[config.mk]
export PLATFORM = sky130hd
export DESIGN_NAME = out_port_buffered_flat
export DESIGN_NICKNAME = d
export VERILOG_FILES = /design/src/rtl/out_port_pkg.sv /design/src/rtl/out_port_buffered_if.sv /design/src/rtl/out_port_fifo.sv /design/src/rtl/out_port_buffered.sv /design/src/flat_wrapper.sv
export SDC_FILE = /design/constraint.sdc
export NUM_CORES = 1
export LEC_CHECK = 0
export CORE_AREA = 5 5 151 153
export CTS_CLUSTER_DIAMETER = 60
export DETAILED_ROUTE_END_ITERATION = 16
export DIE_AREA = 0 0 156 158
export GPL_TIMING_DRIVEN = 0
export SETUP_SLACK_MARGIN = 0.1
export SYNTH_ARGS = -nofsm -noshare
export SYNTH_HDL_FRONTEND = slang
export SYNTH_SLANG_ARGS = --single-unit
[constraint.sdc]
create_clock -name clk -period 3.2 [get_ports clk]
set_input_delay 0.64 -clock clk [delete_from_list [all_inputs] [get_ports clk]]
set_output_delay 0.64 -clock clk [all_outputs]
set_load 0.01 [all_outputs]
[src/rtl/out_port_pkg.sv]
// Shared constants for the buffered CPU output port: default sizing,
// status-word bit positions and the overflow clear-command value.
package out_port_pkg;

    localparam int DEFAULT_WIDTH = 32;
    localparam int DEFAULT_DEPTH = 4;

    localparam logic [63:0] OVF_CLEAR_CMD = '1;

    function automatic int count_w(input int depth);
        return $clog2(depth) + 1;
    endfunction

    function automatic int stat_empty_ofs(input int depth);
        return count_w(depth);
    endfunction

    function automatic int stat_full_ofs(input int depth);
        return count_w(depth) + 1;
    endfunction

    function automatic int stat_ovf_ofs(input int depth);
        return count_w(depth) + 2;
    endfunction

    localparam int COUNT_W        = count_w(DEFAULT_DEPTH);
    localparam int STAT_COUNT_OFS = 0;
    localparam int STAT_EMPTY_OFS = stat_empty_ofs(DEFAULT_DEPTH);
    localparam int STAT_FULL_OFS  = stat_full_ofs(DEFAULT_DEPTH);
    localparam int STAT_OVF_OFS   = stat_ovf_ofs(DEFAULT_DEPTH);

endpackage

[src/rtl/out_port_buffered_if.sv]
// Bus-side and device-side signals of the buffered output port.
// The port itself uses the slave view; the CPU/device model uses the master view.
interface out_port_buffered_if import out_port_pkg::*; #(
    parameter int WIDTH = DEFAULT_WIDTH,
    parameter int DEPTH = DEFAULT_DEPTH
);

    localparam int CW = count_w(DEPTH);

    logic [WIDTH-1:0] BusMux_Out;
    logic             OutPort_In;
    logic [WIDTH-1:0] Ext_Data;
    logic             Ext_Valid;
    logic             Ext_Ready;
    logic [WIDTH-1:0] Last_Out;
    logic [CW-1:0]    Count;
    logic             Full;
    logic             Empty;
    logic             Overflow;
    logic [WIDTH-1:0] Status;

    modport slave (
        input  BusMux_Out,
        input  OutPort_In,
        input  Ext_Ready,
        output Ext_Data,
        output Ext_Valid,
        output Last_Out,
        output Count,
        output Full,
        output Empty,
        output Overflow,
        output Status
    );

    modport master (
        output BusMux_Out,
        output OutPort_In,
        output Ext_Ready,
        input  Ext_Data,
        input  Ext_Valid,
        input  Last_Out,
        input  Count,
        input  Full,
        input  Empty,
        input  Overflow,
        input  Status
    );

endinterface

[src/rtl/out_port_fifo.sv]
// DEPTH-entry FIFO behind the output port: storage, wrap-around pointers,
// occupancy count and a registered head view for the external device.
module out_port_fifo import out_port_pkg::*; #(
    parameter int WIDTH = DEFAULT_WIDTH,
    parameter int DEPTH = DEFAULT_DEPTH
) (
    input  logic                      clk,
    input  logic                      rst,
    input  logic                      push,
    input  logic                      pop,
    input  logic [WIDTH-1:0]          wr_data,
    output logic [WIDTH-1:0]          rd_data,
    output logic                      valid,
    output logic [count_w(DEPTH)-1:0] count,
    output logic                      full,
    output logic                      empty
);

    localparam int PW = $clog2(DEPTH);
    localparam int CW = count_w(DEPTH);

    logic [WIDTH-1:0] mem [DEPTH];
    logic [PW-1:0]    wr_ptr;
    logic [PW-1:0]    rd_ptr;
    logic [PW-1:0]    rd_ptr_nxt;
    logic [CW-1:0]    count_q;
    logic [WIDTH-1:0] head_q;

    assign rd_ptr_nxt = rd_ptr + PW'(1);
    assign full       = (count_q == CW'(DEPTH));
    assign empty      = (count_q == '0);
    assign valid      = ~empty;
    assign count      = count_q;
    assign rd_data    = head_q;

    always_ff @(posedge clk) begin
        if (push) begin
            mem[wr_ptr] <= wr_data;
        end
    end

    always_ff @(posedge clk or posedge rst) begin
        if (rst) begin
            wr_ptr  <= '0;
            rd_ptr  <= '0;
            count_q <= '0;
        end else begin
            if (push) begin
                wr_ptr <= wr_ptr + PW'(1);
            end
            if (pop) begin
                rd_ptr <= rd_ptr_nxt;
            end
            case ({push, pop})
                2'b10:   count_q <= count_q + CW'(1);
                2'b01:   count_q <= count_q - CW'(1);
                default: count_q <= count_q;
            endcase
        end
    end

    // The head register is what the device sees. When the only entry is popped
    // while a new one arrives, the new value has not reached mem yet, so it is
    // forwarded from wr_data; otherwise the next entry is already stored.
    always_ff @(posedge clk or posedge rst) begin
        if (rst) begin
            head_q <= '0;
        end else if (pop) begin
            if (count_q == CW'(1)) begin
                if (push) begin
                    head_q <= wr_data;
                end
            end else begin
                head_q <= mem[rd_ptr_nxt];
            end
        end else if (push && empty) begin
            head_q <= wr_data;
        end
    end

endmodule

[src/rtl/out_port_buffered.sv]
// Buffered CPU output port: captures `out` writes into a FIFO drained over valid/ready.
// Build option OUTPORT_OVF_STICKY_EN makes Overflow sticky with an all-ones clear command.
module out_port_buffered import out_port_pkg::*; #(
    parameter int WIDTH       = DEFAULT_WIDTH,
    parameter int DEPTH       = DEFAULT_DEPTH,
    parameter int EDGE_STROBE = 1
) (
    input logic                clk,
    input logic                rst,
    out_port_buffered_if.slave port
);

    localparam int CW        = count_w(DEPTH);
    localparam int EMPTY_OFS = stat_empty_ofs(DEPTH);
    localparam int FULL_OFS  = stat_full_ofs(DEPTH);
    localparam int OVF_OFS   = stat_ovf_ofs(DEPTH);
    localparam bit EDGE_MODE = (EDGE_STROBE != 0);

    generate
        if (DEPTH < 2 || DEPTH > 16 || (DEPTH & (DEPTH - 1)) != 0) begin : g_bad_depth
            $error("out_port_buffered: DEPTH must be a power of two in 2..16");
        end
        if (WIDTH < CW + 3 || WIDTH > 64) begin : g_bad_width
            $error("out_port_buffered: WIDTH must hold the status word and be at most 64");
        end
    endgenerate

    logic             strobe_q;
    logic             push_req;
    logic             pop;
    logic             clear_cmd;
    logic             push_acc;
    logic             drop;
    logic             ovf_q;
    logic [WIDTH-1:0] last_q;
    logic [WIDTH-1:0] fifo_data;
    logic             fifo_valid;
    logic [CW-1:0]    fifo_count;
    logic             fifo_full;
    logic             fifo_empty;
    logic [WIDTH-1:0] status_w;

    always_ff @(posedge clk or posedge rst) begin
        if (rst) begin
            strobe_q <= 1'b0;
        end else begin
            strobe_q <= port.OutPort_In;
        end
    end

    assign push_req = port.OutPort_In & ~(strobe_q & EDGE_MODE);
    assign pop      = fifo_valid & port.Ext_Ready;

    // A clear command carries no data, so it needs no free slot and is never dropped.
`ifdef OUTPORT_OVF_STICKY_EN
    assign clear_cmd = push_req & (port.BusMux_Out == OVF_CLEAR_CMD[WIDTH-1:0]);
`else
    assign clear_cmd = 1'b0;
`endif

    assign push_acc = push_req & ~clear_cmd & (~fifo_full | pop);
    assign drop     = push_req & ~clear_cmd & fifo_full & ~pop;

    out_port_fifo #(
        .WIDTH (WIDTH),
        .DEPTH (DEPTH)
    ) u_fifo (
        .clk     (clk),
        .rst     (rst),
        .push    (push_acc),
        .pop     (pop),
        .wr_data (port.BusMux_Out),
        .rd_data (fifo_data),
        .valid   (fifo_valid),
        .count   (fifo_count),
        .full    (fifo_full),
        .empty   (fifo_empty)
    );

    always_ff @(posedge clk or posedge rst) begin
        if (rst) begin
            last_q <= '0;
        end else if (push_acc) begin
            last_q <= port.BusMux_Out;
        end
    end

    always_ff @(posedge clk or posedge rst) begin
        if (rst) begin
            ovf_q <= 1'b0;
`ifdef OUTPORT_OVF_STICKY_EN
        end else if (clear_cmd) begin
            ovf_q <= 1'b0;
        end else if (drop) begin
            ovf_q <= 1'b1;
`else
        end else begin
            ovf_q <= drop;
`endif
        end
    end

    always_comb begin
        status_w                = '0;
        status_w[CW-1:0]        = fifo_count;
        status_w[EMPTY_OFS]     = fifo_empty;
        status_w[FULL_OFS]      = fifo_full;
        status_w[OVF_OFS]       = ovf_q;
    end

    assign port.Ext_Data  = fifo_data;
    assign port.Ext_Valid = fifo_valid;
    assign port.Last_Out  = last_q;
    assign port.Count     = fifo_count;
    assign port.Full      = fifo_full;
    assign port.Empty     = fifo_empty;
    assign port.Overflow  = ovf_q;
    assign port.Status    = status_w;

endmodule

[src/flat_wrapper.sv]
// flat-port wrapper written by rule: the top's interface ports become plain ports
module out_port_buffered_flat import out_port_pkg::*;
#(
    parameter int WIDTH       = DEFAULT_WIDTH,
    parameter int DEPTH       = DEFAULT_DEPTH,
    parameter int EDGE_STROBE = 1
)
  (clk, rst, port_BusMux_Out, port_OutPort_In, port_Ext_Ready, port_Ext_Data, port_Ext_Valid, port_Last_Out, port_Count, port_Full, port_Empty, port_Overflow, port_Status);
  out_port_buffered_if #(.WIDTH(WIDTH), .DEPTH(DEPTH)) port_i ();
  input logic clk;
  input logic rst;
  input wire logic [$bits(port_i.BusMux_Out)-1:0] port_BusMux_Out;
  input wire logic [$bits(port_i.OutPort_In)-1:0] port_OutPort_In;
  input wire logic [$bits(port_i.Ext_Ready)-1:0] port_Ext_Ready;
  output wire logic [$bits(port_i.Ext_Data)-1:0] port_Ext_Data;
  output wire logic [$bits(port_i.Ext_Valid)-1:0] port_Ext_Valid;
  output wire logic [$bits(port_i.Last_Out)-1:0] port_Last_Out;
  output wire logic [$bits(port_i.Count)-1:0] port_Count;
  output wire logic [$bits(port_i.Full)-1:0] port_Full;
  output wire logic [$bits(port_i.Empty)-1:0] port_Empty;
  output wire logic [$bits(port_i.Overflow)-1:0] port_Overflow;
  output wire logic [$bits(port_i.Status)-1:0] port_Status;
  assign port_i.BusMux_Out = port_BusMux_Out;
  assign port_i.OutPort_In = port_OutPort_In;
  assign port_i.Ext_Ready = port_Ext_Ready;
  assign port_Ext_Data = port_i.Ext_Data;
  assign port_Ext_Valid = port_i.Ext_Valid;
  assign port_Last_Out = port_i.Last_Out;
  assign port_Count = port_i.Count;
  assign port_Full = port_i.Full;
  assign port_Empty = port_i.Empty;
  assign port_Overflow = port_i.Overflow;
  assign port_Status = port_i.Status;
  out_port_buffered #(.WIDTH(WIDTH), .DEPTH(DEPTH), .EDGE_STROBE(EDGE_STROBE)) u_core (.clk(clk), .rst(rst), .port(port_i));
endmodule
After elaboration in Yosys (flattened, before gate mapping)
Memories as Yosys holds them, arrays and structs flattened.
Index checks and enable logic that the tools add are counted.
- input port bits: 36
- memory bits (read-only): 0
- latch bits: 0
- word-level logic and storage cells: 39
- memory bits (writable): 128
- register bits after elaboration: 73
- output and inout bits: 103
- memories: 1
- equality and inequality tests: 5
- mux-type cells: 7
- bitwise operators: 10
- shifts and indexed selects: 0
- reductions and logical operators: 5
- divide/modulo/power cells: 0
- multiply operators: 0
- order comparisons: 0
- add/subtract/negate cells: 4
- memory list (memory ; words ; bits a word ; read ports ; clocked after memory_dff ; write ports ; RTL line ; text):
    u_core.u_fifo.mem ; 4 ; 32 ; 1 ; 0 ; 1 ; out_port_fifo.sv:22 ; logic [WIDTH-1:0] mem [DEPTH];
- operator list (cell ; count):
    2-to-1 mux 32 bit ; 4
    case mux 3 bit (2 select lines) ; 1
    bitwise AND 1 bit ; 5
    adder 2 x 1 -> 2 bit, second input constant ; 2
    NOT 1 bit ; 4
    nonzero test 2 bit ; 2
    adder 3 x 1 -> 3 bit, second input constant ; 1
    == test 3 x 1 -> 1 bit, second input constant ; 1
    == test 3 bit, second input constant ; 1
    logical NOT 3 bit ; 1
    != test 3 bit, second input constant ; 1
    subtractor 3 x 1 -> 3 bit, second input constant ; 1
    == test 2 x 1 -> 1 bit, second input constant ; 1
    == test 2 bit, second input constant ; 1
    2-to-1 mux 1 bit ; 2
    AND reduction 2 bit ; 1
    logical AND 1 bit ; 1
    bitwise OR 1 bit ; 1

Depth between registers and ports, before layout
Gate-level depths: netlist of run 1.
- word-level depth: 8
- mapped depth: 9
- depth with buffers taken out: 7

Cells and area by module
A second synthesis of run 1 with hierarchy kept.
- cells, all modules: 500
- area, all modules: 8160.3 um2
- by module, submodules not included (module ; cells each ; times used ; area each (um2) ; seq. area each (um2)):
    out_port_fifo ; 391 ; 1 ; 6620.1 ; 4819.6
    out_port_buffered ; 109 ; 1 ; 1540.2 ; 850.8

Worst setup path after synthesis of run 1
OpenSTA, ideal clock, no wires.
- path type: register to register
- start point: reg u_core.u_fifo.count_q[1], in the netlist u_core.u_fifo.count[1]
- end point: mem u_core.u_fifo.mem[0][0] (netlist bit), enable pin
- arrival: 2702 ps
- path slack: 77 ps
- cell stages (with the launch flop): 8
- data required time: 2779 ps
- library setup time: 421 ps
- cells stage by stage: dfrtp_1 inv_1 ha_1 nand2_1 o21ai_2 buf_6 buf_6 nor2_1
- word-level cells in the longest chain between the ends: 7
- elaborated cells between the ends (all ways): 9
- those cells by class: eq/ne: 1; mux: 2; bitwise: 5; reduce/logical: 1
- RTL lines (what ; RTL line ; text):
    start, declared ; out_port_fifo.sv:26 ; logic [CW-1:0] count_q;
    start signal, assigned ; out_port_fifo.sv:55 ; 2'b10: count_q <= count_q + CW'(1);
    start signal, assigned ; out_port_fifo.sv:56 ; 2'b01: count_q <= count_q - CW'(1);
    start signal, assigned ; out_port_fifo.sv:57 ; default: count_q <= count_q;
    logical NOT 3 bit ; out_port_fifo.sv:31 ; assign empty = (count_q == '0);
    NOT 1 bit ; out_port_fifo.sv:32 ; assign valid = ~empty;
    bitwise AND 1 bit ; out_port_buffered.sv:52 ; assign pop = fifo_valid & port.Ext_Ready;
    bitwise OR 1 bit * ; out_port_buffered.sv:61 ; assign push_acc = push_req & ~clear_cmd & (~fifo_full | pop);
    bitwise AND 1 bit * ; out_port_buffered.sv:61 ;
    2-to-1 mux 1 bit * ; out_port_fifo.sv:37 ; if (push) begin
    2-to-1 mux 1 bit (not written as such) * ; out_port_fifo.sv:38 ; mem[wr_ptr] <= wr_data;
    end, declared ; out_port_fifo.sv:22 ;
Every way passes the cells marked *; elsewhere a longest branch is shown, timed or not.

Worst setup path in the final report of run 1
- start point: reg u_core.u_fifo.count_q[1], in the netlist u_core.u_fifo.count[1]
- end point: out port_Status[4]
- word-level cells in the longest chain between the ends: 1
- RTL lines (what ; RTL line ; text):
    == test 3 bit ; out_port_fifo.sv:30 ; assign full = (count_q == CW'(DEPTH));
    end, declared ; flat_wrapper.sv:22 ; output wire logic [$bits(port_i.Status)-1:0] port_Status;
No other way between the ends.

==> metrics.cfg, run 1 <==
[status]
status=completed

[grt]
grt_max_degree=49
antenna_found_initial=0
grt_pass1_vias=4906
grt_use_total=0.149
overflow=0
grt_pass1_wl_um=28400

[sta]
setup_violations=0
holdWs_ns=0.488
timing.fmax_mhz=339
period_needed_ns=2.95
relSlewSlack=0.491
rsz0062_at_grt=no
skew_ns=0.0168
post-route-period-util=0.921
setup_slack_ns=0.251
worst_pin_slew_ns=0.764
finalSetupTns_ns=0
maxSlewViolCount=0
timing.final.hold_violations=0

[die]
die_h_um=158
die_w_um=156
fp.dieArea_um2=24600
rows=54
core_area_um2=21400
pin_count=139
start_util=0.381

[power_and_ir_drop]
ir_worst_vdd_mv=0.423
switchingPower_uw=2670
swShare=0.299
pwr-share-clk=0.265
p_leak_uw=0.00396
seqPwrFrac=0.397
combPwrFrac=0.338
p_per_area_nw_per_um2=848
internal-power_uw=6280

[clock_network]
ctsHtreeMaxLevel=1
cts_tree=done
post_cts_buffers=0
path_clk_slew_ns=0.06
clock_path_buffers=3
insertion_delay_ns=0.50
clock-sinks=201
numCtsBuffers=22
cts_root_buf=clkbuf_16

[setup_path]
cp_data_required_time_ns=2.56
slowest_delay_ns=0.52
crit_type=reg2out
end_kind=output port
start_kind=flop
cpMaxStageDelayCell=clkdlybuf4s50_1
path_cells=inv_1, ha_2, nand2_1, inv_1, buf_4, clkdlybuf4s50_1
cp_num_buf_inv=4
crit_family=buffers and inverters
path_common_cell=inv_1
crit_fanout=8
cp.arrival_ns=2.31

[cells_and_area]
fin_cells=942
layout_commonest_cell=edfxtp_1
seqCellArea_um2=5670
final_area_um2=10600
nets=690
fill_cells=1821
diodes=0
multi_input_area_um2=2160
area_growth_pct=29.5
layout_common_cells=edfxtp_1, clkdlybuf4s50_1, dfrtp_1, nand2_1, buf_4
drive_above_1_share=0.222

[logic_synthesis]
synth-seq-cells=201
synth_cells=480
yosysWarnings=0
synth_cell_type_count=40
ys_seq_area_frac=0.695
syn_area_um2=8160
syn_area_per_cell_um2=17.0

[detailed_routing]
dr.pass1.iters=4
via_per_inst=4.83
drt_iter0_drc=261
avgRoutedWirePerCell_um=19.4
vias=4546
antenna_left=0
drc=0
routed_wl_um=18300

[placement]
dpl_worst_slack_ns=0.176
gp_congestion=0.755
numPortBuffers=112
post-place-cells=902
post-dp-hpwl_um=11900
placed_area_um2=9870

[job]
max_cap_violations=0

[min_path]
hold_class=in2async

per-layer routing:
layer,global-route usage,wire length (um),part of all wire
met2,0.247,8820,0.48
met5,0,0,0
met3,0.0303,1410,0.077
met4,0.0358,312,0.017
met1,0.205,7750,0.42
synthesized netlist by cell type, drive strengths merged:
cell | count | area [um2]
edfxtp | 128 | 3840
dfrtp | 73 | 1830
nand2 | 52 | 195
buf | 51 | 392
mux2 | 33 | 372
mux4 | 32 | 721
o21ai | 20 | 104
mux2i | 17 | 170
a32oi | 15 | 131
inv | 11 | 41.3
ha | 8 | 100
clkbuf | 6 | 22.5
nand3 | 6 | 30.0
nor2 | 4 | 15.0
xnor2 | 4 | 35.0
a21oi | 2 | 10.0
nand2b | 2 | 20.0
o211ai | 2 | 15.0
o21a | 2 | 15.0
a21o | 1 | 7.51
and2 | 1 | 6.26
and2b | 1 | 7.51
and4bb | 1 | 12.5
conb | 1 | 3.75
nor2b | 1 | 6.26
nor3 | 1 | 5.00
o21bai | 1 | 11.3
o22ai | 1 | 12.5
o31a | 1 | 8.76
o31ai | 1 | 7.51
o32ai | 1 | 8.76
final timing paths:
| kind | slack (ns) | cells after the start | to | from |
|---|---|---|---|---|
| setup / recovery | 0.25 | 6 | port_Status[4] | u_core.u_fifo.count[1]$_DFFE_PP0P_ |
| hold / removal | 0.49 | 2 | u_core.port.Last_Out[12]$_DFFE_PP0P_ | rst |
| setup reg to reg | 0.72 | 8 | u_core.u_fifo.mem[2][7]$_DFFE_PP_ | u_core.u_fifo.count[1]$_DFFE_PP0P_ |
| hold reg to reg | 0.49 | 2 | u_core.u_fifo.rd_data[30]$_DFFE_PP0P_ | u_core.u_fifo.rd_data[30]$_DFFE_PP0P_ |
| max in group asynchronous | 2.12 | 3 | u_core.u_fifo.rd_data[19]$_DFFE_PP0P_ | rst |
| min in group clk | 0.49 | 2 | u_core.u_fifo.rd_data[30]$_DFFE_PP0P_ | u_core.u_fifo.rd_data[30]$_DFFE_PP0P_ |
logic make-up after synthesis:
kind of cell             Yosys count  synth area share
AO/OA/AOI/OAI                     47            0.0407
other                              1          0.000460
adder cells (fa/ha/maj)            8            0.0123
buffers and inverters             68            0.0558
flip-flops                       201             0.695
multiplexers                      82             0.155
AND/OR/NAND/NOR                   69            0.0365
XOR/XNOR                           4           0.00429
timing repair:
item | CTS | global route
endpoints found under the hold margin | 0 | 0
hold buffers | 0 | 0
gates resized for setup | 0 | 1
setup endpoints to repair | 0 | 1
state kept, by name, summed over array words and instances (netlist names):
| register | flops |
|---|---|
| u_core.u_fifo.count | 3 |
| u_core.strobe_q | 1 |
| u_core.u_fifo.rd_ptr | 2 |
| u_core.u_fifo.wr_ptr | 2 |
| u_core.u_fifo.mem | 128 |
| u_core.port.Last_Out | 32 |
| u_core.u_fifo.rd_data | 32 |
| u_core.port.Overflow | 1 |
power by group through the flow:
stage	sequential [uW]	clock, uW	combinational [uW]
final	3560	2370	3030
after detailed placement	3610	0	3080
after global routing	3620	2560	3310
after global placement	3610	0	2940
after floorplan	3720	0	1560
after CTS	3570	2440	3100
area by class of cell:
cell class                 count  area share
sequential                   201       0.537
multi-input combinational    236       0.204
timing repair buffer         117       0.117
clock buffer                  35      0.0626
buffer                        57      0.0392
tap                          280      0.0332
inverter                      11     0.00415
clock inverter                 5     0.00249
worst reg2reg max path: stages, from the launching register on:
cell and delay [ns]:
dfrtp_1 0.46, inv_1 0.13, ha_2 0.26, nand2_1 0.13, o21ai_2 0.08, buf_6 0.18
buf_6 0.18, nor2_4 0.51, buf_16 0.25
through the flow:
stage / total power [uW] / utilization
after floorplan: 5280 / -
after global placement: 6560 / 0.454
after detailed placement: 6690 / 0.461
after CTS: 9100 / 0.493
after global routing: 9490 / 0.493
final: 8960 / 0.493
Note: power is estimated with default switching activity, not from simulation.
==> run 2, diff against run 1 <==
--- a/config.mk
+++ b/config.mk
@@ -10,6 +10,7 @@
 export DETAILED_ROUTE_END_ITERATION = 16
 export DIE_AREA = 0 0 156 158
 export GPL_TIMING_DRIVEN = 0
+export MAX_ROUTING_LAYER = met4
 export SETUP_SLACK_MARGIN = 0.1
 export SYNTH_ARGS = -nofsm -noshare
 export SYNTH_HDL_FRONTEND = slang
==> metrics.cfg, run 2 (same netlist as run 1, synthesis figures left out) <==
[power_and_ir_drop]
p_total_uw=8960
p_per_area_nw_per_um2=848
combPwrFrac=0.338
seqPwrFrac=0.397
p_leak_uw=0.00396
swShare=0.299
pwr-share-clk=0.265
internal-power_uw=6280
switchingPower_uw=2680
ir_worst_vdd_mv=0.426

[placement]
post-dp-hpwl_um=11900
gp_congestion=0.766
numPortBuffers=112
post-place-cells=902
dpl_worst_slack_ns=0.176

[cells_and_area]
area_growth_pct=29.5
layout_common_cells=edfxtp_1, clkdlybuf4s50_1, dfrtp_1, nand2_1, buf_4
diodes=0
multi_input_area_um2=2160
drive_above_1_share=0.222
nets=690
fin_cells=942
top_register=u_core.u_fifo.mem
largest_register_ffs=128
fill_cells=1821
seqCellArea_um2=5670
layout_commonest_cell=edfxtp_1

[sta]
timing.final.hold_violations=0
setup_slack_ns=0.252
skew_ns=0.0195
period_needed_ns=2.95
setup_violations=0
relSlewSlack=0.479
maxSlewViolCount=0
timing.fmax_mhz=339
post-route-period-util=0.921
worst_pin_slew_ns=0.782
rsz0062_at_grt=no

[detailed_routing]
dr.pass1.iters=4
drt_iter0_drc=281
antenna_left=0
vias=4573
via_per_inst=4.85
avgRoutedWirePerCell_um=19.5
routed_wl_um=18300
drc=0

[setup_path]
path_cells=inv_1, ha_2, nand2_1, inv_1, buf_4, clkdlybuf4s50_1
slowest_delay_ns=0.52
end_kind=output port
cpMaxStageDelayCell=clkdlybuf4s50_1
crit_type=reg2out
path_common_cell=inv_1
cp_data_required_time_ns=2.56
start_kind=flop
crit_fanout=8
cp.arrival_ns=2.31
reg2reg_slack_ns=0.73

[grt]
grt_pass1_wl_um=28400
grt_pass1_vias=4898
grt_use_total=0.154
antenna_found_initial=0
overflow=0
grt_max_degree=49

[die]
fp.dieArea_um2=24600
pin_count=139
die_h_um=158
core_area_um2=21400
start_util=0.381
die_w_um=156
rows=54

[clock_network]
path_clk_slew_ns=0.06
numCtsBuffers=22
cts_tree=done
cts_hold_repair.buffers=0
clock-sinks=201
insertion_delay_ns=0.50
cts_root_buf=clkbuf_16
post_cts_buffers=0
clock_path_buffers=3
ctsHtreeMaxLevel=1

[status]
status=completed

[job]
max_cap_violations=0

[min_path]
hold_class=in2async

## run 2: cell counts in the layout (fill, tap and decap cells not counted)
Identical to the previous run, type by type.
## run 2: stage by stage
| step | utilization | setup TNS [ns] | cell area [um2] | hold slack, ns |
|---|---|---|---|---|
| floorplan | - | 0 | 8250 | 0.497 |
| global placement | 0.454 | -286.95 | 9720 | 0.476 |
| detailed placement | 0.461 | 0 | 9870 | 0.477 |
| CTS | 0.493 | 0 | 10600 | 0.490 |
| global route | 0.493 | 0 | 10600 | 0.496 |
| finish | 0.493 | 0 | 10600 | 0.488 |
## run 2: what timing repair did
| item | in CTS | in global routing |
|---|---|---|
| setup endpoints to repair | 0 | 1 |
| endpoints found under the hold margin | 0 | 0 |
| gates resized for setup | 0 | 1 |
## run 2: cell type report
| cell class | instances | area share |
|---|---|---|
| clock buffer | 35 | 0.0626 |
| inverter | 11 | 0.00415 |
| timing repair buffer | 117 | 0.117 |
| buffer | 57 | 0.0392 |
| multi-input combinational | 236 | 0.204 |
| tap | 280 | 0.0332 |
| clock inverter | 5 | 0.00249 |
| sequential | 201 | 0.537 |
## run 2: path summary, 6_finish.rpt
path                                                startpoint                                    end  depth (start not counted)
max reg2reg                 u_core.u_fifo.count[1]$_DFFE_PP0P_      u_core.u_fifo.mem[2][7]$_DFFE_PP_                          8
min                                                        rst    u_core.port.Last_Out[0]$_DFFE_PP0P_                          2
max in group asynchronous                                  rst  u_core.u_fifo.rd_data[27]$_DFFE_PP0P_                          3
min in group clk           u_core.port.Last_Out[8]$_DFFE_PP0P_    u_core.port.Last_Out[8]$_DFFE_PP0P_                          1
min reg2reg                u_core.port.Last_Out[8]$_DFFE_PP0P_    u_core.port.Last_Out[8]$_DFFE_PP0P_                          1
max                         u_core.u_fifo.count[1]$_DFFE_PP0P_                         port_Status[4]                          6
## run 2: per-layer routing
layer  part of all wire  wire (um)  vias up  GRT usage
met4              0.018        329        0     0.0358
met3              0.075       1380       28     0.0279
met1               0.43       7820     2280      0.206
met2               0.48       8800      162      0.248
met5                  0          0        -          -
li1                   -          -     2103          -
## run 2: critical path: cells and delay by family (launching register included)
kind	cells	cell delay, ns
flip-flops	1	0.45
adder cells (fa/ha/maj)	1	0.31
AND/OR/NAND/NOR	1	0.13
buffers and inverters	4	0.93
## run 2: power groups by stage
stage / Sequential [uW] / Clock, uW / Combinational (uW)
6_report: 3560 / 2370 / 3030
3_3_place_gp: 3610 / 0 / 2940
5_1_grt: 3620 / 2550 / 3310
2_1_floorplan: 3720 / 0 / 1560
4_1_cts: 3570 / 2440 / 3100
3_5_place_dp: 3610 / 0 / 3080
